## src/rtl/hit_engine_pkg.sv

```systemverilog
// hit_engine_pkg: shared colour codes, FSM states and event kinds for hp_hit_engine
package hit_engine_pkg;
  localparam logic [2:0] COLOR_INERT = 3'd0;
  localparam logic [2:0] COLOR_HEAL  = 3'd2;
  typedef enum logic [1:0] {IDLE, SCAN, APPLY} state_e;
  // Prefixed so they do not collide with the HEAL parameter of the top module.
  typedef enum logic [1:0] {EV_NONE, EV_DAMAGE, EV_HEAL} kind_e;
endpackage

```

## src/rtl/hp_hit_engine_box_overlap.sv

```systemverilog
// box_overlap: combinational axis-aligned box overlap test.
//   ax_i/ay_i/aw_i/ah_i : box A origin and size
//   bx_i/by_i/bw_i/bh_i : box B origin and size
//   hit_o               : boxes overlap (edge contact and empty boxes do not count)
module box_overlap #(
  parameter int COORD_W = 8
) (
  input  logic [COORD_W-1:0] ax_i,
  input  logic [COORD_W-1:0] ay_i,
  input  logic [COORD_W-1:0] aw_i,
  input  logic [COORD_W-1:0] ah_i,
  input  logic [COORD_W-1:0] bx_i,
  input  logic [COORD_W-1:0] by_i,
  input  logic [COORD_W-1:0] bw_i,
  input  logic [COORD_W-1:0] bh_i,
  output logic               hit_o
);
  // One extra bit on the far edges so boxes near the top of the range do not wrap.
  always_comb
    hit_o = (|aw_i) && (|ah_i) && (|bw_i) && (|bh_i) &&
            ({1'b0, ax_i} < {1'b0, bx_i} + {1'b0, bw_i}) &&
            ({1'b0, bx_i} < {1'b0, ax_i} + {1'b0, aw_i}) &&
            ({1'b0, ay_i} < {1'b0, by_i} + {1'b0, bh_i}) &&
            ({1'b0, by_i} < {1'b0, ay_i} + {1'b0, ah_i});
endmodule

```

## src/rtl/hp_hit_engine.sv

```systemverilog
// hp_hit_engine: per-frame bullet scan against the player box, driving saturating HP and death.
//   Optional feature macro: HP_HIT_ENGINE_HEAL_EN (heal-colour bullets restore HP).
//   clk, reset_n           : clock, asynchronous active-low reset
//   tick, start, hp_restore: game tick strobe, scan request, HP reload
//   player_*               : player box (snapshotted at start)
//   bullet_*               : packed slot arrays, slot i at [i*W +: W]
//   hp, dead               : current HP, sticky zero-HP flag
//   busy, done             : scan in progress, one-cycle completion pulse
//   hit_pulse, heal_pulse  : one-cycle applied-event pulses
//   hit_index              : slot of the last applied event
module hp_hit_engine
  import hit_engine_pkg::*;
#(
  parameter int N_BULLETS    = 8,
  parameter int COORD_W      = 8,
  parameter int HP_W         = 8,
  parameter int HP_MAX       = 100,
  parameter int DMG          = 5,
  parameter int HEAL         = 3,
  parameter int IFRAME_TICKS = 10,
  localparam int IW = (N_BULLETS > 1) ? $clog2(N_BULLETS) : 1
) (
  input  logic                   clk,
  input  logic                   reset_n,
  input  logic                   tick,
  input  logic                   start,
  input  logic                   hp_restore,
  input  logic [COORD_W-1:0]     player_x,
  input  logic [COORD_W-1:0]     player_y,
  input  logic [COORD_W-1:0]     player_w,
  input  logic [COORD_W-1:0]     player_h,
  input  logic [N_BULLETS*COORD_W-1:0] bullet_x,
  input  logic [N_BULLETS*COORD_W-1:0] bullet_y,
  input  logic [N_BULLETS*COORD_W-1:0] bullet_w,
  input  logic [N_BULLETS*COORD_W-1:0] bullet_h,
  input  logic [N_BULLETS*3-1:0] bullet_color,
  input  logic [N_BULLETS-1:0]   bullet_valid,
  output logic [HP_W-1:0]        hp,
  output logic                   dead,
  output logic                   busy,
  output logic                   done,
  output logic                   hit_pulse,
  output logic                   heal_pulse,
  output logic [IW-1:0]          hit_index
);
  localparam int IFW = (IFRAME_TICKS > 1) ? $clog2(IFRAME_TICKS + 1) : 1;
  state_e state_q;
  kind_e pend_q, slot_kind, ev_kind;
  logic [COORD_W-1:0] px_q, py_q, pw_q, ph_q;
  logic [IW-1:0] idx_q, pend_idx_q, hit_index_q, ev_idx;
  logic [HP_W-1:0] hp_q, hp_d, hp_sub, hp_add;
  logic [IFW-1:0] iframe_q, iframe_d;
  logic [2:0] slot_color;
  logic ovl, qual, last, dmg_ok, heal_ok, dead_q, dead_d;
  logic busy_q, done_q, hit_pulse_q, heal_pulse_q;
  box_overlap #(.COORD_W(COORD_W)) u_ovl (
    .ax_i(px_q), .ay_i(py_q), .aw_i(pw_q), .ah_i(ph_q),
    .bx_i(bullet_x[idx_q*COORD_W +: COORD_W]),
    .by_i(bullet_y[idx_q*COORD_W +: COORD_W]),
    .bw_i(bullet_w[idx_q*COORD_W +: COORD_W]),
    .bh_i(bullet_h[idx_q*COORD_W +: COORD_W]),
    .hit_o(ovl)
  );
  always_comb begin
    slot_color = bullet_color[idx_q*3 +: 3];
    qual = bullet_valid[idx_q] && (slot_color != COLOR_INERT) && ovl;
`ifdef HP_HIT_ENGINE_HEAL_EN
    slot_kind = (slot_color == COLOR_HEAL) ? EV_HEAL : EV_DAMAGE;
`else
    slot_kind = EV_DAMAGE;
`endif
    last = (state_q == SCAN) && (idx_q == IW'(N_BULLETS - 1));
    // The final slot is resolved in the same cycle the update is committed.
    ev_kind = (pend_q != EV_NONE) ? pend_q : (qual ? slot_kind : EV_NONE);
    ev_idx = (pend_q != EV_NONE) ? pend_idx_q : idx_q;
    dmg_ok = last && (ev_kind == EV_DAMAGE) && (iframe_q == '0) && !dead_q && !hp_restore;
    hp_sub = (hp_q > HP_W'(DMG)) ? hp_q - HP_W'(DMG) : '0;
`ifdef HP_HIT_ENGINE_HEAL_EN
    heal_ok = last && (ev_kind == EV_HEAL) && !dead_q && !hp_restore;
    hp_add = ({1'b0, hp_q} + (HP_W+1)'(HEAL) >= (HP_W+1)'(HP_MAX)) ? HP_W'(HP_MAX) : hp_q + HP_W'(HEAL);
`else
    heal_ok = 1'b0;
    hp_add = hp_q;
`endif
    hp_d = hp_restore ? HP_W'(HP_MAX) : dmg_ok ? hp_sub : heal_ok ? hp_add : hp_q;
    iframe_d = hp_restore ? '0 : dmg_ok ? IFW'(IFRAME_TICKS) :
               (tick && (iframe_q != '0)) ? iframe_q - IFW'(1) : iframe_q;
    dead_d = !hp_restore && (dead_q || (hp_d == '0));
  end
`ifndef HP_HIT_ENGINE_HEAL_EN
  logic unused_heal;
  assign unused_heal = |HEAL;
`endif
  always_ff @(posedge clk or negedge reset_n) begin
    if (!reset_n) begin
      state_q <= IDLE;
      pend_q <= EV_NONE;
      pend_idx_q <= '0;
      idx_q <= '0;
      {px_q, py_q, pw_q, ph_q} <= '0;
      hp_q <= HP_W'(HP_MAX);
      iframe_q <= '0;
      dead_q <= 1'b0;
      busy_q <= 1'b0;
      done_q <= 1'b0;
      hit_pulse_q <= 1'b0;
      heal_pulse_q <= 1'b0;
      hit_index_q <= '0;
    end else begin
      hp_q <= hp_d;
      iframe_q <= iframe_d;
      dead_q <= dead_d;
      done_q <= last;
      hit_pulse_q <= dmg_ok;
      heal_pulse_q <= heal_ok;
      if (dmg_ok || heal_ok) hit_index_q <= ev_idx;
      case (state_q)
        IDLE: if (start) begin
          state_q <= SCAN;
          busy_q <= 1'b1;
          idx_q <= '0;
          pend_q <= EV_NONE;
          {px_q, py_q, pw_q, ph_q} <= {player_x, player_y, player_w, player_h};
        end
        SCAN: begin
          if ((pend_q == EV_NONE) && qual) begin
            pend_q <= slot_kind;
            pend_idx_q <= idx_q;
          end
          if (last) state_q <= APPLY;
          else idx_q <= idx_q + IW'(1);
        end
        APPLY: begin
          state_q <= IDLE;
          busy_q <= 1'b0;
        end
        default: state_q <= IDLE;
      endcase
    end
  end
  assign hp = hp_q;
  assign dead = dead_q;
  assign busy = busy_q;
  assign done = done_q;
  assign hit_pulse = hit_pulse_q;
  assign heal_pulse = heal_pulse_q;
  assign hit_index = hit_index_q;
endmodule

```

## config.mk

```make
export PLATFORM = sky130hd
export DESIGN_NAME = hp_hit_engine
export DESIGN_NICKNAME = d
export VERILOG_FILES = /design/src/rtl/hit_engine_pkg.sv /design/src/rtl/hp_hit_engine_box_overlap.sv /design/src/rtl/hp_hit_engine.sv
export SDC_FILE = /design/constraint.sdc
export NUM_CORES = 1
export LEC_CHECK = 0
export BUFFER_PORTS_ARGS = -buffer_cell sky130_fd_sc_hd__buf_2
export CORE_MARGIN = 3
export CORE_UTILIZATION = 23
export DETAILED_ROUTE_END_ITERATION = 12
export GPL_TIMING_DRIVEN = 0
export SLEW_MARGIN = 40
export SYNTH_ARGS = -nofsm -noshare
export SYNTH_HDL_FRONTEND = slang
export SYNTH_SLANG_ARGS = --single-unit
export TNS_END_PERCENT = 10
```

## constraint.sdc

```tcl
create_clock -name clk -period 7.42 [get_ports clk]
set_input_delay 0.742 -clock clk [delete_from_list [all_inputs] [get_ports clk]]
set_output_delay 0.742 -clock clk [all_outputs]
set_load 0.03 [all_outputs]
```

### Word level (Yosys, flattened, before mapping)

Cells that the tools add are included.

| storage, ports and cells | value |
|---|---|
| register bits after elaboration | 61 |
| word-level logic and storage cells | 104 |
| bits of input ports | 325 |
| output and inout port bits | 16 |

| cells by class | value |
|---|---|
| mux-type cells | 22 |
| $add $sub $neg | 7 |
| shifts and indexed selects | 5 |
| multiply operators | 1 |
| equal/unequal tests | 8 |
| magnitude comparators | 6 |
| reductions and logical operators | 40 |

Operators by type and width:

| kind | count |
|---|---|
| 64-bit by 7-bit indexed part select with 8-bit output | 4 |
| 8-bit by 8-bit adder with 9-bit output | 4 |
| 8-bit by 9-bit < comparator with 1-bit output | 4 |
| 8-bit OR reduction | 4 |
| 8-bit 2-to-1 mux | 3 |
| 24-bit by 6-bit indexed part select with 3-bit output | 1 |
| 1-bit logical AND | 17 |
| 4-bit 2-to-1 mux | 3 |
| 2-bit 2-to-1 mux | 5 |
| 3-bit 2-to-1 mux | 3 |
| 8-bit by 3-bit greater-than comparator with 1-bit output, second input constant | 1 |
| 8-bit zero test | 1 |
| 2-bit case mux with 2 select lines | 2 |
| 2-bit AND reduction | 4 |
| 8-bit by 3-bit subtractor with 8-bit output, second input constant | 1 |
| 2-bit != test, second input constant | 3 |
| 3-bit case mux with 2 select lines | 1 |
| 3-bit AND reduction | 2 |
| 2-bit nonzero test | 3 |
| 3-bit nonzero test | 2 |
| 3-bit by 2-bit multiplier with 5-bit output, second input constant | 1 |
| 2-bit by 1-bit == test with 1-bit output, second input constant | 2 |
| 2-bit zero test | 2 |
| 4-bit zero test | 1 |
| 12 further kinds | 15 |

### Logic depth before layout (Yosys ltp)

Gate-level depths: netlist of run 1.

| depth | value |
|---|---|
| word-level depth | 21 |
| depth in mapped cells | 25 |
| gate-level depth less buffers | 20 |

### Cells and area by module

Synthesis of run 1 repeated with hierarchy kept, for this count alone.

| unflattened totals | value |
|---|---|
| cell total of the unflattened synthesis | 579 |
| area, all modules | 6,527.5 sq um |

By module, submodules not included:

| module | sequential area each (sq um) | times used | area each (sq um) | cells each |
|---|---|---|---|---|
| hp_hit_engine | 1,505.2 | 1 | 4,630.7 | 346 |
| box_overlap | 0.0 | 1 | 1,896.8 | 233 |

### Worst setup path after synthesis of run 1

OpenSTA, ideal clock, no wires.

| timing | value |
|---|---|
| path type | register to register |
| start | register idx_q[0] |
| end | register dead_q (netlist: dead) |
| arrival time | 5.576 ns |
| cell stages (with the launch flop) | 25 |
| path buffers | 4 |
| required time | 7.316 ns |
| setup slack | 1.741 ns |
| library setup time | 0.104 ns |
| clock period less this slack | 5.679 ns |
| cell sequence | dfrtp_1 buf_2 buf_2 buf_1 buf_2 mux4_2 mux2_2 ha_1 a21o_1 a21oi_1 o21bai_1 a21oi_1 o21bai_1 a21oi_1 xor2_1 ha_1 a2111o_1 a31oi_1 o21ai_0 a31oi_1 o211ai_4 o21ai_4 nand3_2 mux2_4 o41ai_2 |

| between the ends | value |
|---|---|
| longest elaborated chain between the ends | 21 |
| elaborated cells on any way between the ends | 39 |
| those cells by class | 2 x add/sub; 1 x mul; 4 x order compare; 2 x eq/ne; 5 x shift; 6 x mux; 19 x reduce/logical |

RTL lines:

| item | RTL line | text |
|---|---|---|
| start, declared | hp_hit_engine.sv:50 | `logic [IW-1:0] idx_q, pend_idx_q, hit_index_q, ev_idx;` |
| start signal, assigned | hp_hit_engine.sv:131 | `else idx_q <= idx_q + IW'(1);` |
| parallel branches: the longest is 12 deep, another holds 8-bit by 8-bit adder with 9-bit output | n/a |  |
| 1-bit logical AND * (4 in series) | hp_hit_engine.sv:76 | `dmg_ok = last && (ev_kind == EV_DAMAGE) && (iframe_q == '0) && !dead_q && !hp_restore;` |
| 8-bit 2-to-1 mux * (2 in series) | hp_hit_engine.sv:85 | `hp_d = hp_restore ? HP_W'(HP_MAX) : dmg_ok ? hp_sub : heal_ok ? hp_add : hp_q;` |
| 8-bit zero test * | hp_hit_engine.sv:88 | `dead_d = !hp_restore && (dead_q \|\| (hp_d == '0));` |
| 1-bit logical OR * | hp_hit_engine.sv:88 |  |
| 1-bit logical AND * | hp_hit_engine.sv:88 |  |
| net dead_d | hp_hit_engine.sv:54 | `logic ovl, qual, last, dmg_ok, heal_ok, dead_q, dead_d;` |
| end signal, assigned | hp_hit_engine.sv:103 | `dead_q <= 1'b0;` |
| end signal, assigned | hp_hit_engine.sv:112 | `dead_q <= dead_d;` |
| end, declared | hp_hit_engine.sv:54 |  |

Mark *: on every way through the listed nets, which the timed path passes. The select of a mux whose other input is x is not followed.
A chain may end at the register's enable or synchronous reset.

### Worst setup path in the final report of run 1

| timing | value |
|---|---|
| start | register idx_q[1] |
| end | register dead_q (netlist: dead) |

Same word-level chain as after synthesis.

==> qor.csv, run 1 <==
metric,value,unit
status,finished clean,
clock.fmax,0.1484,GHz
end_kind,register,
drtIter0Drc,305,
die_area,32000,um^2
switching_power,2.191,mW
drv_cap,0,
synth.ff_latch_count,60,
synth.distinct_cells,63,
grt_util_all_layers,18.47,%
die_h,178.9,um
fill_cells,3066,
postSynthCellCount,649,
htree_levels,3,
power_frac_comb,77.8,%
cp.buffers_inverters,4,
cts_tree,yes,
ys.warnings.count,0,
switching_share,47.82,%
path_clk_slew,0.05,ns
slew_headroom,44.65,%
grt_pass1_vias,7070,
wl_per_cell,22.07,um
numCtsBuffers,9,
grt_max_degree,42,
dp_cells,1372,
antenna_left,0,
post_cts_buffers,0,
clock_power_share,9.3,%
tightest_slew,0.8303,ns
hold_path.class,input port to async pin,
syn_nets,1044,
period_share,90.82,%
critPathMostFrequentCell,a21oi_1,
dp_hpwl,26.66,mm
setup_viol,0,
instances_no_fill,1400,
ctsHoldBuffers,0,
grt_overflow,0,
worst_setup_path_start_kind,register,
drive_gt1_share,50.50,%
grt_pass1_wl,42.85,mm
grt_setup_unrepaired,false,
cts_root_buf,clkbuf_16,
layout_common_cells,"buf_2, mux2_2, ha_1, dfrtp_1, mux4_2",
syn_avg_cell_area,10.59,um^2
worst_path_max_delay_cell,buf_1,
globalplace.congestion,0.8759,
pwr-share-seq,13.0,%
clkSinkCount,60,
antenna_found_initial,21,
layout_commonest_cell,buf_2,
clk_latency,0.34,ns
area_growth_syn_to_layout,37.11,%
final_cell_area,9425,um^2
regArea,1505,um^2
tns,0,ns
intPower,2.391,mW
cp_cell_sequence,"buf_6, buf_2, buf_1, clkbuf_2, mux4_2, mux2_2, ha_1, a21o_1, a21oi_1, o21bai_1, a21oi_1, o21bai_1, a21oi_1, xor2_1, ha_1, a2111o_1, a31oi_1, o21ai_0, a31oi_1, o211ai_4, o21ai_4, nand3_2, mux2_4, o41ai_2",
firstDrtPassIters,5,
rows,62,
cp.required,7.66,ns
worstPathArrival,6.98,ns
synth_edf_count,0,
ios,341,
cellLeakagePower,4.410,nW
routed_wl,30.90,mm
yosysSeqAreaShare,21.90,%
power-per-cell-area,486.1,nW/um^2
cts_buffer_depth,2,
cp_top_family,compound AO/OA/AOI/OAI gates,
start_util,23.63,%
drv_slew,0,
crit_type,register to register,
die_w,178.9,um
multi_input_area,5075,um^2
place.port_buffers,338,
crit_fanout,10,
synth_area,6874,um^2
ir_worst_vdd,0.2386,mV
route.detailed.drc,0,
cts.repair.resized,0,
finalHoldViolCount,0,
vias_per_cell,4.933,
skew,0.003548,ns
dpl_cell_area,9080,um^2
period_needed,6.739,ns
synth_ff_type,dfrtp_1,
synthArstFlopShare,100.0,%
finalNetCount,1394,
cpPeakStageDelay,0.62,ns
vias,6906,
power,4.582,mW
core_area,29090,um^2
==> worst reg2reg max path: stages, from the launching register on <==
cell and delay [ns]:
dfrtp_1 0.50, buf_6 0.26, buf_2 0.29, buf_1 0.62
clkbuf_2 0.52, mux4_2 0.37, mux2_2 0.33, ha_1 0.28
a21o_1 0.17, a21oi_1 0.23, o21bai_1 0.10, a21oi_1 0.28
o21bai_1 0.11, a21oi_1 0.18, xor2_1 0.10, ha_1 0.20
a2111o_1 0.35, a31oi_1 0.13, o21ai_0 0.15, a31oi_1 0.30
o211ai_4 0.13, o21ai_4 0.28, nand3_2 0.12, mux2_4 0.32
o41ai_2 0.31
==> path summary, 6_finish.rpt <==
kind,depth (start not counted),slack (ns),from,to
setup / recovery,24,0.68,idx_q[1],dead
hold / removal,1,0.29,reset_n,ph_q[1]
max in group asynchronous,2,6.58,reset_n,hp[5]
min in group clk,1,0.51,pend_idx_q[2],pend_idx_q[2]
setup reg to reg,24,0.68,idx_q[1],dead
hold reg to reg,1,0.51,pend_idx_q[2],pend_idx_q[2]
==> synthesized netlist by cell type, types with 5 or more instances <==
cell,n,share of area (%)
ha_1,66,12
nor3_1,11,0.80
a211oi_1,10,1.1
xor2_1,11,1.4
xnor2_1,14,1.8
buf_6,5,0.82
dfrtp_1,57,21
mux2_1,7,1.1
buf_2,8,0.58
mux2_2,66,11
nand2b_1,12,1.1
nor4_1,11,1.0
o211ai_1,6,0.66
o31ai_1,5,0.55
inv_1,32,1.7
a21oi_1,34,2.5
mux4_1,6,2.3
nor2_1,39,2.1
o21bai_1,10,1.1
nand2_1,34,1.9
clkbuf_1,14,0.76
mux4_2,48,16
nand3_1,10,0.73
o21ai_0,26,1.9
mux2i_1,23,3.3
a21o_1,9,0.98
==> routing by layer <==
layer	vias up	wire (um)	global-route usage [%]
met4	8	712	7.987
li1	3225	-	-
met5	-	55	0
met1	3343	12420	21.28
met2	279	15410	31.97
met3	51	2291	5.146
==> flip-flops by register name (all words and copies together), names as in the netlist, 3 cells and up <==
register    flops
pw_q            8
py_q            8
ph_q            8
idx_q           3
pend_idx_q      3
hp              8
px_q            8
hit_index       3
iframe_q        4
==> power by group through the flow <==
stage	clock (mW)	sequential [mW]	combinational (mW)
3_5_place_dp	0	0.604	3.55
4_1_cts	0.434	0.599	3.58
6_report	0.424	0.595	3.56
2_1_floorplan	0	0.576	2.64
3_3_place_gp	0	0.601	3.48
5_1_grt	0.450	0.616	4.00
==> final cells by class <==
type                       instances  area share (%)
multi-input combinational        522           53.84
timing repair buffer             339           18.19
sequential                        60           15.97
tap                              384           5.098
clock buffer                      12           2.721
buffer                            34           2.044
inverter                          33           1.314
clock inverter                     4          0.5044
antenna                           12          0.3186
==> through the flow <==
| stage | util [%] | worst slack (ns) | hold slack (ns) |
|---|---|---|---|
| after floorplan | - | 1.741 | 0.4464 |
| after global placement | 31.10 | 0.2015 | 0.4892 |
| after detailed placement | 31.21 | 0.6841 | 0.4977 |
| after CTS | 32.26 | 0.6627 | 0.2865 |
| after global routing | 32.40 | 0.2540 | 0.2982 |
| final | 32.40 | 0.6809 | 0.2851 |
==> kinds of logic (layout without fill, tap and decap cells) <==
kind of cell    Yosys count  count (layout)  share of synthesized area, %
mux                     152             152                         33.76
simple gates            141             141                         10.03
compound gates          133             133                         13.38
fa+ha+maj                70              70                         13.18
buf+inv                  67             422                         4.514
flops                    60              60                         21.90
xor+xnor                 25              25                         3.185
other cells               1              13                       0.05455
No activity file was read; power rests on OpenSTA's default activity.
==> run 2, diff against run 1 <==
BUFFER_PORTS_ARGS = not set   (was -buffer_cell sky130_fd_sc_hd__buf_2)
DONT_BUFFER_PORTS = 1   (was not set)
PLACE_DENSITY_LB_ADDON = 0.3   (was not set)
==> run 2 against run 1 <==
  * Non-clock buffer count shrank 338
  * Power shrank 2.3%
  * Sequential power increased by 5.4%
==> qor.csv, run 2 (synthesis gave the netlist of run 1 again) <==
metric,value,unit,change
route.detailed.drc,0,,unchanged
hold_slack,0.1099,ns,-0.1753 ns
core_area,29090,um^2,unchanged
fin_ws,0.7411,ns,+0.06025 ns
grt_pass1_vias,5798,,-18%
dp_hpwl,25.36,mm,-4.9%
worstPathArrival,6.91,ns,-0.07 ns
drive_gt1_share,25.08,%,-25 points
worst_setup_path_start_kind,register,,
die_h,178.9,um,unchanged
tightest_slew,0.8209,ns,-0.009373 ns
antenna_left,0,,unchanged
cp.required,7.65,ns,about the same
crit_fanout,10,,unchanged
routed_wl,29.50,mm,-4.5%
grt_util_all_layers,17.49,%,-0.98 points
cts_buffer_depth,2,,unchanged
slew_headroom,45.14,%,+0.49 points
pwr-share-seq,14.0,%,+1.0 points
status,finished clean,,
vias,5625,,-19%
hold_path.class,input port to async pin,,
globalplace.congestion,0.8425,,-3.8%
drtIter0Drc,256,,-16%
power_frac_comb,77.4,%,-0.4 points
die_w,178.9,um,unchanged
grtUsageMet3,7.454,%,+2.3 points
drv_cap,0,,unchanged
power-per-cell-area,582.8,nW/um^2,+20%
htree_levels,3,,unchanged
wl_per_cell,27.77,um,+26%
end_kind,register,,
place.port_buffers,0,,-100%
grt_pass1_wl,39.41,mm,-8.0%
path_clk_slew,0.05,ns,about the same
preCtsSetupSlack,0.6016,ns,-0.08256 ns
period_share,90.01,%,-0.81 points
antenna_found_initial,33,,+57%
area_growth_syn_to_layout,11.70,%,
layout_common_cells,"mux2_2, ha_1, dfrtp_1, mux4_2, nor2_1",,
busiest_layer,met2,,
setup_viol,0,,unchanged
drv_slew,0,,unchanged
grt_max_degree,61,,+45%
switching_power,2.172,mW,-0.88%
grt_util_met1,19.31,%,-2.0 points
finalHoldViolCount,0,,unchanged
vias_per_cell,5.297,,+7.4%
intPower,2.304,mW,-3.7%
grt_overflow,0,,unchanged
die_area,32000,um^2,unchanged
cts_root_buf,clkbuf_16,,
reg2regPathDepth,24,,unchanged
clock_power_share,8.6,%,-0.7 points
firstDrtPassIters,5,,unchanged
cts.repair.resized,0,,unchanged
grt_setup_unrepaired,false,,
period_needed,6.679,ns,-0.06025 ns
crit_type,register to register,,
clock.fmax,0.1497,GHz,+0.90%
reg2reg_to,dead,,
skew,0.008475,ns,+0.004928 ns
cts_tree,yes,,
clk_latency,0.33,ns,about the same
ctsHoldBuffers,0,,unchanged
cellLeakagePower,3.057,nW,-31%
switching_share,48.52,%,+0.71 points
ir_worst_vdd,0.1464,mV,-39%
start_util,23.63,%,unchanged
ios,341,,unchanged
worstReg2RegStart,idx_q[1],,
r2r_setup_slack,0.74,ns,+0.06 ns
tns,0,ns,unchanged
post_cts_buffers,0,,unchanged
clkSinkCount,60,,unchanged
fill_cells,3047,,-0.62%
numCtsBuffers,9,,unchanged
finalNetCount,1056,,-24%
rows,62,,unchanged
grt_use_met2,29.96,%,-2.0 points
## run 2: changes by cell type in the layout (fill, tap and decap cells not counted), sizes merged
cell      previous run  this run
buf                359        21
bufinv               1         0
clkbuf              26        28
clkinvlp             1         0
## run 2: critical path, stage by stage (launching register included)
cell and delay (ns):
dfrtp_1 0.54, buf_6 0.24, buf_2 0.32, buf_1 0.56
clkbuf_2 0.50, mux4_2 0.39, mux2_2 0.32, ha_1 0.27
a21o_1 0.18, a21oi_1 0.24, o21bai_1 0.09, a21oi_1 0.24
o21bai_1 0.09, a21oi_1 0.18, xor2_1 0.09, ha_1 0.20
a2111o_1 0.35, a31oi_1 0.13, o21ai_0 0.14, a31oi_1 0.26
o211ai_4 0.13, o21ai_4 0.31, nand3_2 0.13, mux2_4 0.32
o41ai_2 0.32
## run 2: layout make-up
cell class / count / area, um^2 / share of cell area (%)
Multi-Input combinational cell: 522 / 5067 / 65.99
Clock inverter: 2 / 10.01 / 0.1304
Timing Repair Buffer: 1 / 5.005 / 0.06518
Buffer: 34 / 192.7 / 2.509
Inverter: 33 / 123.9 / 1.613
Antenna cell: 12 / 30.03 / 0.3911
Sequential cell: 60 / 1505 / 19.60
Clock buffer: 14 / 264.0 / 3.438
Tap cell: 384 / 480.5 / 6.257
## run 2: power groups by stage
| stage | combinational (mW) | sequential, mW | clock (mW) |
|---|---|---|---|
| 5_1_grt | 3.89 | 0.651 | 0.412 |
| 6_report | 3.46 | 0.627 | 0.385 |
| 2_1_floorplan | 2.64 | 0.576 | 0 |
| 4_1_cts | 3.49 | 0.634 | 0.399 |
| 3_3_place_gp | 3.41 | 0.637 | 0 |
| 3_5_place_dp | 3.46 | 0.638 | 0 |
## run 2: worst max-delay path by stage
| stage | startpoint | to | slack (ns) | depth (start not counted) |
|---|---|---|---|---|
| 2_1_floorplan | idx_q[0] | dead | 1.74 | 24 |
| 3_3_place_gp | idx_q[0] | dead | 0.22 | 20 |
| 3_5_place_dp | idx_q[1] | dead | 0.60 | 24 |
| 4_1_cts | idx_q[1] | dead | 0.58 | 24 |
| 5_1_grt | idx_q[1] | dead | 0.27 | 24 |
| 6_report | idx_q[1] | dead | 0.74 | 24 |
## run 2: layer usage
metal  wire length, um  share of wire, %
met3              2890               9.8
met5               237              0.80
met1             11020                37
met4               786               2.7
met2             14560                49
## run 2: per-stage QoR
step	std cells	power (mW)	area, um^2	utilization [%]
after floorplan	649	3.220	6874	-
after global placement	1033	4.043	7355	25.28
after detailed placement	1034	4.102	7372	25.34
after CTS	1050	4.526	7646	26.28
after global routing	1058	4.955	7669	26.36
final	1062	4.475	7679	26.40
